===== config.mk =====
export PLATFORM = sky130hd
export DESIGN_NAME = fabric_spi_transmitter
export DESIGN_NICKNAME = d
export VERILOG_FILES = /design/src/rtl/fabric_spi_transmitter.sv
export SDC_FILE = /design/constraint.sdc
export NUM_CORES = 1
export LEC_CHECK = 0
export BUFFER_PORTS_ARGS = -buffer_cell sky130_fd_sc_hd__buf_2
export CAP_MARGIN = 15
export CORE_AREA = 3 3 103 144
export DETAILED_ROUTE_END_ITERATION = 8
export DIE_AREA = 0 0 106 147
export MAX_ROUTING_LAYER = met4
export PLACE_DENSITY = 0.84
export SLEW_MARGIN = 20
export SYNTH_ARGS = -nofsm -noshare
export SYNTH_HDL_FRONTEND = slang
export SYNTH_SLANG_ARGS = --single-unit

===== constraint.sdc =====
create_clock -name clk -period 2.42 [get_ports clk]
set_input_delay 0.242 -clock clk [delete_from_list [all_inputs] [get_ports clk]]
set_output_delay 0.242 -clock clk [all_outputs]
set_load 0.01 [all_outputs]

===== src/rtl/fabric_spi_transmitter.sv =====
// SPI mode-0 controller: streams 32-bit words out MSB first with frame-wide chip select,
// returning the word clocked back on MISO as a one-cycle pulse.
module fabric_spi_transmitter #(
  parameter int CLK_DIV  = 2,
  parameter int CS_SETUP = 2,
  parameter int CS_HOLD  = 2,
  parameter int CS_IDLE  = 2
) (
  input  logic        clk,
  input  logic        rst_n,
  input  logic [31:0] data_i,
  input  logic        valid_i,
  input  logic        last_i,
  output logic        ready_o,
  output logic        busy_o,
  output logic [31:0] rx_data_o,
  output logic        rx_valid_o,
  output logic        sclk_o,
  output logic        cs_no,
  output logic        mosi_o,
  input  logic        miso_i
);

  typedef enum logic [2:0] {
    ST_IDLE  = 3'd0,
    ST_SETUP = 3'd1,
    ST_HIGH  = 3'd2,
    ST_LOW   = 3'd3,
    ST_WAIT  = 3'd4,
    ST_HOLD  = 3'd5,
    ST_GAP   = 3'd6
  } state_t;

  state_t      state_r;
  logic [15:0] cnt_r;
  logic [5:0]  bit_cnt_r;
  logic [31:0] tx_shift_r;
  logic [30:0] rx_shift_r;
  logic        cur_last_r;
  logic [31:0] hold_data_r;
  logic        hold_last_r;
  logic        hold_valid_r;
  logic        load_s;
  logic        sample_s;

  assign ready_o = !hold_valid_r;

  // Decide when the shifter takes the held word: frame start, after a stall, or chained mid-frame.
  always_comb begin
    load_s = 1'b0;
    if (hold_valid_r) begin
      case (state_r)
        ST_IDLE, ST_WAIT: load_s = 1'b1;
        ST_HIGH:          load_s = (cnt_r == 16'd0) && (bit_cnt_r == 6'd31) && !cur_last_r;
        ST_LOW:           load_s = (bit_cnt_r == 6'd32) && !cur_last_r;
        default:          load_s = 1'b0;
      endcase
    end else begin
      load_s = 1'b0;
    end
  end

  // MISO is captured on the clk edge that drives sclk_o from 0 to 1.
  assign sample_s = (state_r == ST_HIGH) && !sclk_o;

  // Frame sequencer, shifters, holding register and registered pin drivers.
  always_ff @(posedge clk or negedge rst_n) begin
    if (!rst_n) begin
      state_r      <= ST_IDLE;
      cnt_r        <= 16'd0;
      bit_cnt_r    <= 6'd0;
      tx_shift_r   <= 32'd0;
      rx_shift_r   <= 31'd0;
      cur_last_r   <= 1'b0;
      hold_data_r  <= 32'd0;
      hold_last_r  <= 1'b0;
      hold_valid_r <= 1'b0;
      sclk_o       <= 1'b0;
      cs_no        <= 1'b1;
      mosi_o       <= 1'b0;
      busy_o       <= 1'b0;
      rx_valid_o   <= 1'b0;
      rx_data_o    <= 32'd0;
    end else begin
      // Pins follow the state one cycle later, so mosi and sclk stay phase-aligned.
      sclk_o     <= (state_r == ST_HIGH);
      cs_no      <= (state_r == ST_IDLE) || (state_r == ST_GAP);
      busy_o     <= (state_r != ST_IDLE);
      mosi_o     <= ((state_r == ST_IDLE) || (state_r == ST_GAP)) ? 1'b0 : tx_shift_r[31];
      rx_valid_o <= 1'b0;

      if (sample_s) begin
        rx_shift_r <= {rx_shift_r[29:0], miso_i};
        if (bit_cnt_r == 6'd31) begin
          rx_data_o  <= {rx_shift_r, miso_i};
          rx_valid_o <= 1'b1;
        end
      end

      case (state_r)
        ST_IDLE: begin
          if (hold_valid_r) begin
            state_r <= ST_SETUP;
            cnt_r   <= 16'(CS_SETUP - 1);
          end
        end
        ST_SETUP: begin
          if (cnt_r == 16'd0) begin
            state_r <= ST_HIGH;
            cnt_r   <= 16'(CLK_DIV - 1);
          end else begin
            cnt_r <= cnt_r - 16'd1;
          end
        end
        ST_HIGH: begin
          if (cnt_r == 16'd0) begin
            state_r    <= ST_LOW;
            cnt_r      <= 16'(CLK_DIV - 1);
            bit_cnt_r  <= bit_cnt_r + 6'd1;
            tx_shift_r <= {tx_shift_r[30:0], 1'b0};
          end else begin
            cnt_r <= cnt_r - 16'd1;
          end
        end
        ST_LOW: begin
          if (cnt_r == 16'd0) begin
            if (bit_cnt_r != 6'd32) begin
              state_r <= ST_HIGH;
              cnt_r   <= 16'(CLK_DIV - 1);
            end else if (cur_last_r) begin
              state_r <= ST_HOLD;
              cnt_r   <= 16'(CS_HOLD - 1);
            end else if (hold_valid_r) begin
              state_r <= ST_HIGH;
              cnt_r   <= 16'(CLK_DIV - 1);
            end else begin
              state_r <= ST_WAIT;
            end
          end else begin
            cnt_r <= cnt_r - 16'd1;
          end
        end
        ST_WAIT: begin
          if (hold_valid_r) begin
            state_r <= ST_LOW;
            cnt_r   <= 16'(CLK_DIV - 1);
          end
        end
        ST_HOLD: begin
          if (cnt_r == 16'd0) begin
            state_r <= ST_GAP;
            cnt_r   <= 16'(CS_IDLE - 1);
          end else begin
            cnt_r <= cnt_r - 16'd1;
          end
        end
        ST_GAP: begin
          if (cnt_r == 16'd0) begin
            state_r <= ST_IDLE;
          end else begin
            cnt_r <= cnt_r - 16'd1;
          end
        end
        default: begin
          state_r <= ST_IDLE;
        end
      endcase

      // A load overrides the shift/bit-count updates made above on the same edge.
      if (load_s) begin
        tx_shift_r   <= hold_data_r;
        cur_last_r   <= hold_last_r;
        bit_cnt_r    <= 6'd0;
        hold_valid_r <= 1'b0;
      end

      if (valid_i && !hold_valid_r) begin
        hold_data_r  <= data_i;
        hold_last_r  <= last_i;
        hold_valid_r <= 1'b1;
      end
    end
  end

endmodule


Word level (Yosys, flattened, before mapping)
Cells that the tools add are included.
- register bits: 160
- input port bits: 37
- output and inout bits: 38
- logic and storage cells: 87
- $add $sub $neg: 2
- equal/unequal tests: 17
- mux-type cells: 31
- reductions and logical operators: 22
- operators with widths (operator ; number):
    16-bit two-way mux ; 6
    32-bit two-way mux ; 3
    16-bit case mux with 4 select lines ; 1
    3-bit two-way mux ; 10
    3-bit case mux with 7 select lines ; 1
    6-bit two-way mux ; 3
    16-bit zero test ; 1
    2-bit inequality test (second input constant) ; 8
    16-bit by 1-bit subtractor with 16-bit output (second input constant) ; 1
    3-bit equality test (second input constant) ; 3
    7-bit AND reduction ; 1
    6-bit by 1-bit adder with 6-bit output (second input constant) ; 1
    3-bit by 2-bit equality test with 1-bit output (second input constant) ; 2
    6-bit by 5-bit equality test with 1-bit output (second input constant) ; 1
    6-bit equality test (second input constant) ; 1
    1-bit two-way mux ; 6
    6-bit inequality test (second input constant) ; 1
    2-bit AND reduction ; 3
    2-bit nonzero test ; 3
    1-bit logical AND ; 5
    4-bit nonzero test ; 1
    3-bit by 1-bit equality test with 1-bit output (second input constant) ; 1
    1-bit zero test ; 3
    3-bit zero test ; 1
    other kinds (5) ; 5

Logic depth before layout (Yosys ltp)
- depth in word-level cells: 7
- depth in mapped cells: 9
- gate-level depth less buffers: 7

Worst setup path before layout
No wires, ideal clock.
- path kind: register -> register
- start: register cnt_r[2]
- end: register tx_shift_r[10]
- setup time: 0.125 ns
- arrival time: 2.412 ns
- required time: 2.295 ns
- slack: -0.118 ns
- stages on the path, launching flop included: 8
- path buffers: 2
- clock period less this slack: 2.538 ns
- cell sequence: dfrtp_1 -> or4_4 -> nor4_4 -> and2_1 -> buf_4 -> buf_2 -> mux2_2 -> mux2_4
- longest elaborated chain between the ends: 7
- elaborated cells on any way between the ends: 9
- classes of those cells: mux (3); reduce/logical (6)
- ends and longest elaborated chain (item ; line ; text):
    start: declaration ; 35 ; logic [15:0] cnt_r;
    start signal: assignment ; 104 ; cnt_r <= 16'(CS_SETUP - 1);
    start signal: assignment ; 110 ; cnt_r <= 16'(CLK_DIV - 1);
    start signal: assignment ; 112 ; cnt_r <= cnt_r - 16'd1;
    16-bit zero test (*) ; 54, 116 ;
    1-bit logical AND (2 in a row) ; 54 ; ST_HIGH: load_s = (cnt_r == 16'd0) && (bit_cnt_r == 6'd31) && !cur_last_r;
    1-bit case mux with 3 select lines ; 52 ; case (state_r)
    1-bit two-way mux ; 51 ; if (hold_valid_r) begin
    2-bit nonzero test (no line) ; -- ;
    2-bit AND reduction (no line) ; -- ;
    end signal: assignment ; 120 ; tx_shift_r <= {tx_shift_r[30:0], 1'b0};
    end signal: assignment ; 171 ; tx_shift_r <= hold_data_r;
    end: declaration ; 37 ; logic [31:0] tx_shift_r;
Every way passes the cells marked *; elsewhere a longest branch is shown, timed or not.
A chain may end at the register's enable or synchronous reset.

Final worst setup path
- start: register cnt_r[7]
- end: register cnt_r[10]
- longest elaborated chain between the ends: 3
- elaborated cells on any way between the ends: 8
- classes of those cells: add/sub (1); eq/ne (1); mux (4); reduce/logical (2)
- ends and longest elaborated chain (item ; line ; text):
    16-bit by 1-bit subtractor with 16-bit output or 16-bit zero test (tied branches) ; -- ;
    16-bit two-way mux (tied with other cells) ; 158 ; if (cnt_r == 16'd0) begin
    16-bit case mux with 4 select lines or 2-bit AND reduction (tied branches) ; -- ;
Several ways; a longest one is shown, not always the timed one. The select of a mux whose other input is x is not followed.

==> insert_results.sql <==
INSERT INTO impl_metrics (metric_group, metric, value, unit) VALUES
('critical_path', 'timing.rr.end', 'cnt_r[10]', ''),
('floorplan', 'floorplan.die.width', '106', 'µm'),
('critical_path', 'cp.arrival', '2.73', 'ns'),
('detailed_routing', 'postRouteWirelength', '14.0', 'mm'),
('sta', 'final_min_period_over_clock_period', '98.1', '%'),
('detailed_routing', 'top_routing_layer_in_use', 'met4', ''),
('placement', 'place_worst_setup_slack', '-0.0904', 'ns'),
('placement', 'io_buffer_count', '74', ''),
('yosys', 'synth-main-ff-cell', 'sky130_fd_sc_hd__dfrtp_1', ''),
('yosys', 'synth_fp_nets', '565', ''),
('floorplan', 'floorplan.die_area', '15600', 'µm²'),
('yosys', 'synth.cell_area', '7170', 'µm²'),
('floorplan', 'num_rows', '50', ''),
('sta', 'setup_violations', '0', ''),
('critical_path', 'crit_start', 'cnt_r[7]', ''),
('yosys', 'ys_seq_elements', '160', ''),
('yosys', 'yosysWarningCount', '0', ''),
('pwr', 'vdd_ir_drop_max', '0.000670', 'V'),
('detailed_routing', 'routed_via_density', '5.52', ''),
('detailed_routing', 'remaining_drc_errors', '0', ''),
('detailed_routing', 'via_count', '4536', ''),
('sta', 'timing.final.crit_period', '2.37', 'ns'),
('pwr', 'share_comb_of_total_power', '19.2', '%'),
('critical_path', 'timing.setup.critical_path_class', 'reg -> reg', ''),
('sta', 'timing_hold_violations_final', '0', ''),
('finish', 'filler_cell_count', '1018', ''),
('pwr', 'cellInternalPower', '0.00572', 'W'),
('hold_path', 'hold_path_startpoint', 'data_i[3]', ''),
('detailed_routing', 'wl_met1', '5.46', 'mm'),
('sta', 'hold_slack', '0.0518', 'ns'),
('detailed_routing', 'ant_nets', '0', ''),
('cts', 'clock_tree.root_cell', 'sky130_fd_sc_hd__clkbuf_16', ''),
('critical_path', 'worstPathCellList', 'or3_4 -> buf_6 -> or4_4 -> o41ai_4 -> o22a_2 -> a221o_1', ''),
('global_route', 'grt_start_max_net_pins', '63', ''),
('flow_run', 'cap_violations', '0', ''),
('global_route', 'grt_pass1_wl', '23.3', 'mm'),
('pwr', 'sw_frac_of_total', '26.8', '%'),
('hold_path', 'hold_class', 'in -> reg', ''),
('status', 'result_of_the_run', 'finished, final reports clean', ''),
('critical_path', 'reg2reg_depth', '6', ''),
('placement', 'place.detailed.hpwl', '9.85', 'mm'),
('finish', 'layout-area-overhead-vs-synth', '20.0', '%'),
('yosys', 'synth_edf_count', '0', ''),
('sta', 'relSlewSlack', '56.6', '%'),
('critical_path', 'worst_r2r_startpoint', 'cnt_r[7]', ''),
('critical_path', 'worst_setup_path_start_kind', 'flop', ''),
('yosys', 'post_synth_inst_count', '524', ''),
('finish', 'num-nets-final', '667', ''),
('sta', 'final_max_slew_viol_count', '0', ''),
('yosys', 'fraction_of_synthesis_flops_using_an_asynchronous_set_or_reset_pin', '100', '%'),
('detailed_routing', 'wl_per_cell', '17.1', 'µm'),
('cts', 'clk_pin_slew_worst_paths', '0.07', 'ns'),
('detailed_routing', 'drt_first_iter_violations', '200', ''),
('global_route', 'grt_remaining_overflow', '0', ''),
('placement', 'gp_routability_congestion', '0.883', ''),
('global_route', 'antenna_violations_before_repair', '0', ''),
('pwr', 'p_clk_share', '33.7', '%'),
('finish', 'diodes', '0', ''),
('finish', 'finalCoreUtilization', '63.6', '%'),
('finish', 'layout_commonest_cell', 'sky130_fd_sc_hd__dfrtp_1', ''),
('finish', 'drive_above_1_share', '49.8', '%'),
('yosys', 'unique_masters_post_synth', '54', ''),
('pwr', 'leakage', '4.28', 'nW'),
('critical_path', 'cp-end-kind', 'flop', ''),
('critical_path', 'max_stage_delay', '0.54', 'ns'),
('critical_path', 'worst-r2r-setup-slack', '0.05', 'ns'),
('pwr', 'net-switching-power', '0.00210', 'W'),
('critical_path', 'critPathCapture', 'cnt_r[10]', ''),
('cts', 'h-tree-depth', '4', ''),
('critical_path', 'slowest_stage', 'sky130_fd_sc_hd__or4_4', ''),
('floorplan', 'die_h', '147', 'µm');
## state kept, by name (all words and copies together) (netlist names), 3 cells and up
register,count
bit_cnt_r,6
cnt_r,16
hold_data_r,32
rx_data_o,32
rx_shift_r,31
state_r,3
tx_shift_r,32
## cell families (layout without fill, tap and decap cells)
family                   Yosys count  in the layout  share of synthesized area [%]
flip-flops                       160            160                           55.9
adder cells (fa/ha/maj)            4              4                          0.698
multiplexers                     160            160                           26.7
XOR/XNOR                           5              5                          0.611
buffers and inverters             38            153                           2.50
AND/OR/NAND/NOR                   97             97                           7.30
AO/OA/AOI/OAI                     60             60                           6.30
## through the flow
stage               setup TNS [ns]  power, W  area (µm²)  cells
floorplan                        0   0.00467        7170    524
global placement            -0.112   0.00506        7940    786
detailed placement          -0.734   0.00521        7940    786
CTS                              0   0.00788        8560    819
global route              -0.00159   0.00823        8600    821
finish                           0   0.00781        8600    821
## per-layer routing
layer / up-vias / global-route usage, %
met2: 114 / 34.7
met5: - / -
met3: 24 / 4.00
li1: 2101 / -
met1: 2297 / 20.7
met4: 0 / 6.35
## cell usage after synthesis, types with 3 or more instances
| master | number | area (µm²) |
|---|---|---|
| sky130_fd_sc_hd__dfrtp_1 | 159 | 3980 |
| sky130_fd_sc_hd__mux2_2 | 130 | 1460 |
| sky130_fd_sc_hd__mux2_4 | 30 | 450 |
| sky130_fd_sc_hd__nor2_1 | 20 | 75.1 |
| sky130_fd_sc_hd__clkbuf_1 | 18 | 67.6 |
| sky130_fd_sc_hd__nand2_1 | 17 | 63.8 |
| sky130_fd_sc_hd__a21oi_1 | 12 | 60.1 |
| sky130_fd_sc_hd__inv_1 | 11 | 41.3 |
| sky130_fd_sc_hd__nand3_1 | 9 | 45.0 |
| sky130_fd_sc_hd__nor3_1 | 9 | 45.0 |
| sky130_fd_sc_hd__o21ai_0 | 9 | 45.0 |
| sky130_fd_sc_hd__a31oi_1 | 8 | 50.1 |
| sky130_fd_sc_hd__or3_1 | 7 | 43.8 |
| sky130_fd_sc_hd__nand2b_1 | 6 | 37.5 |
| sky130_fd_sc_hd__and2_1 | 5 | 31.3 |
| sky130_fd_sc_hd__ha_1 | 4 | 50.1 |
| sky130_fd_sc_hd__nand4_1 | 4 | 25.0 |
| sky130_fd_sc_hd__nor2b_1 | 4 | 25.0 |
| sky130_fd_sc_hd__xor2_1 | 4 | 35.0 |
| sky130_fd_sc_hd__and3_1 | 3 | 18.8 |
| sky130_fd_sc_hd__buf_4 | 3 | 22.5 |
| sky130_fd_sc_hd__buf_6 | 3 | 33.8 |
| sky130_fd_sc_hd__nor4_1 | 3 | 18.8 |
| sky130_fd_sc_hd__o22ai_1 | 3 | 18.8 |
| sky130_fd_sc_hd__or2_2 | 3 | 18.8 |
## power groups by stage
stage / sequential [W] / combinational [W] / clock (W)
2_1_floorplan: 0.00361 / 0.00106 / 0
3_3_place_gp: 0.00368 / 0.00139 / 0
3_5_place_dp: 0.00372 / 0.00148 / 0
4_1_cts: 0.00368 / 0.00150 / 0.00269
5_1_grt: 0.00377 / 0.00165 / 0.00282
6_report: 0.00368 / 0.00150 / 0.00263
## repair_timing
item                                    CTS  global route
pin swaps                                 2             1
gates resized for setup                   4             2
gates cloned                              0             1
buffers inserted                          0             1
endpoints found under the setup margin   13            36
hold buffers                              1             0
hold endpoints to repair                 58             0
## worst max-delay path, delay by kind of cell, from the launching register on
kind | cells | cell delay (ns)
AO/OA/AOI/OAI | 3 | 0.80
buffers and inverters | 1 | 0.14
flip-flops | 1 | 0.40
AND/OR/NAND/NOR | 2 | 0.97
## worst min-delay path by stage
stage	to	slack, ns	cells after the start
floorplan	bit_cnt_r[0]	-0.05	0
detailed placement	hold_data_r[23]	0.25	1
global route	hold_data_r[5]	0.04	2
CTS	hold_data_r[11]	0.03	2
finish	hold_data_r[3]	0.05	2
global placement	hold_data_r[25]	0.25	1
## area by class of cell
cell class	instances	area, µm²	share of cell area, %
Timing Repair Buffer	110	721	8.38
Tap cell	182	228	2.65
Clock inverter	15	165	1.92
Inverter	11	41.3	0.480
Clock buffer	17	425	4.95
Multi-Input combinational cell	326	3010	35.1
Sequential cell	160	4010	46.6
(Power assumes the default switching activity.)
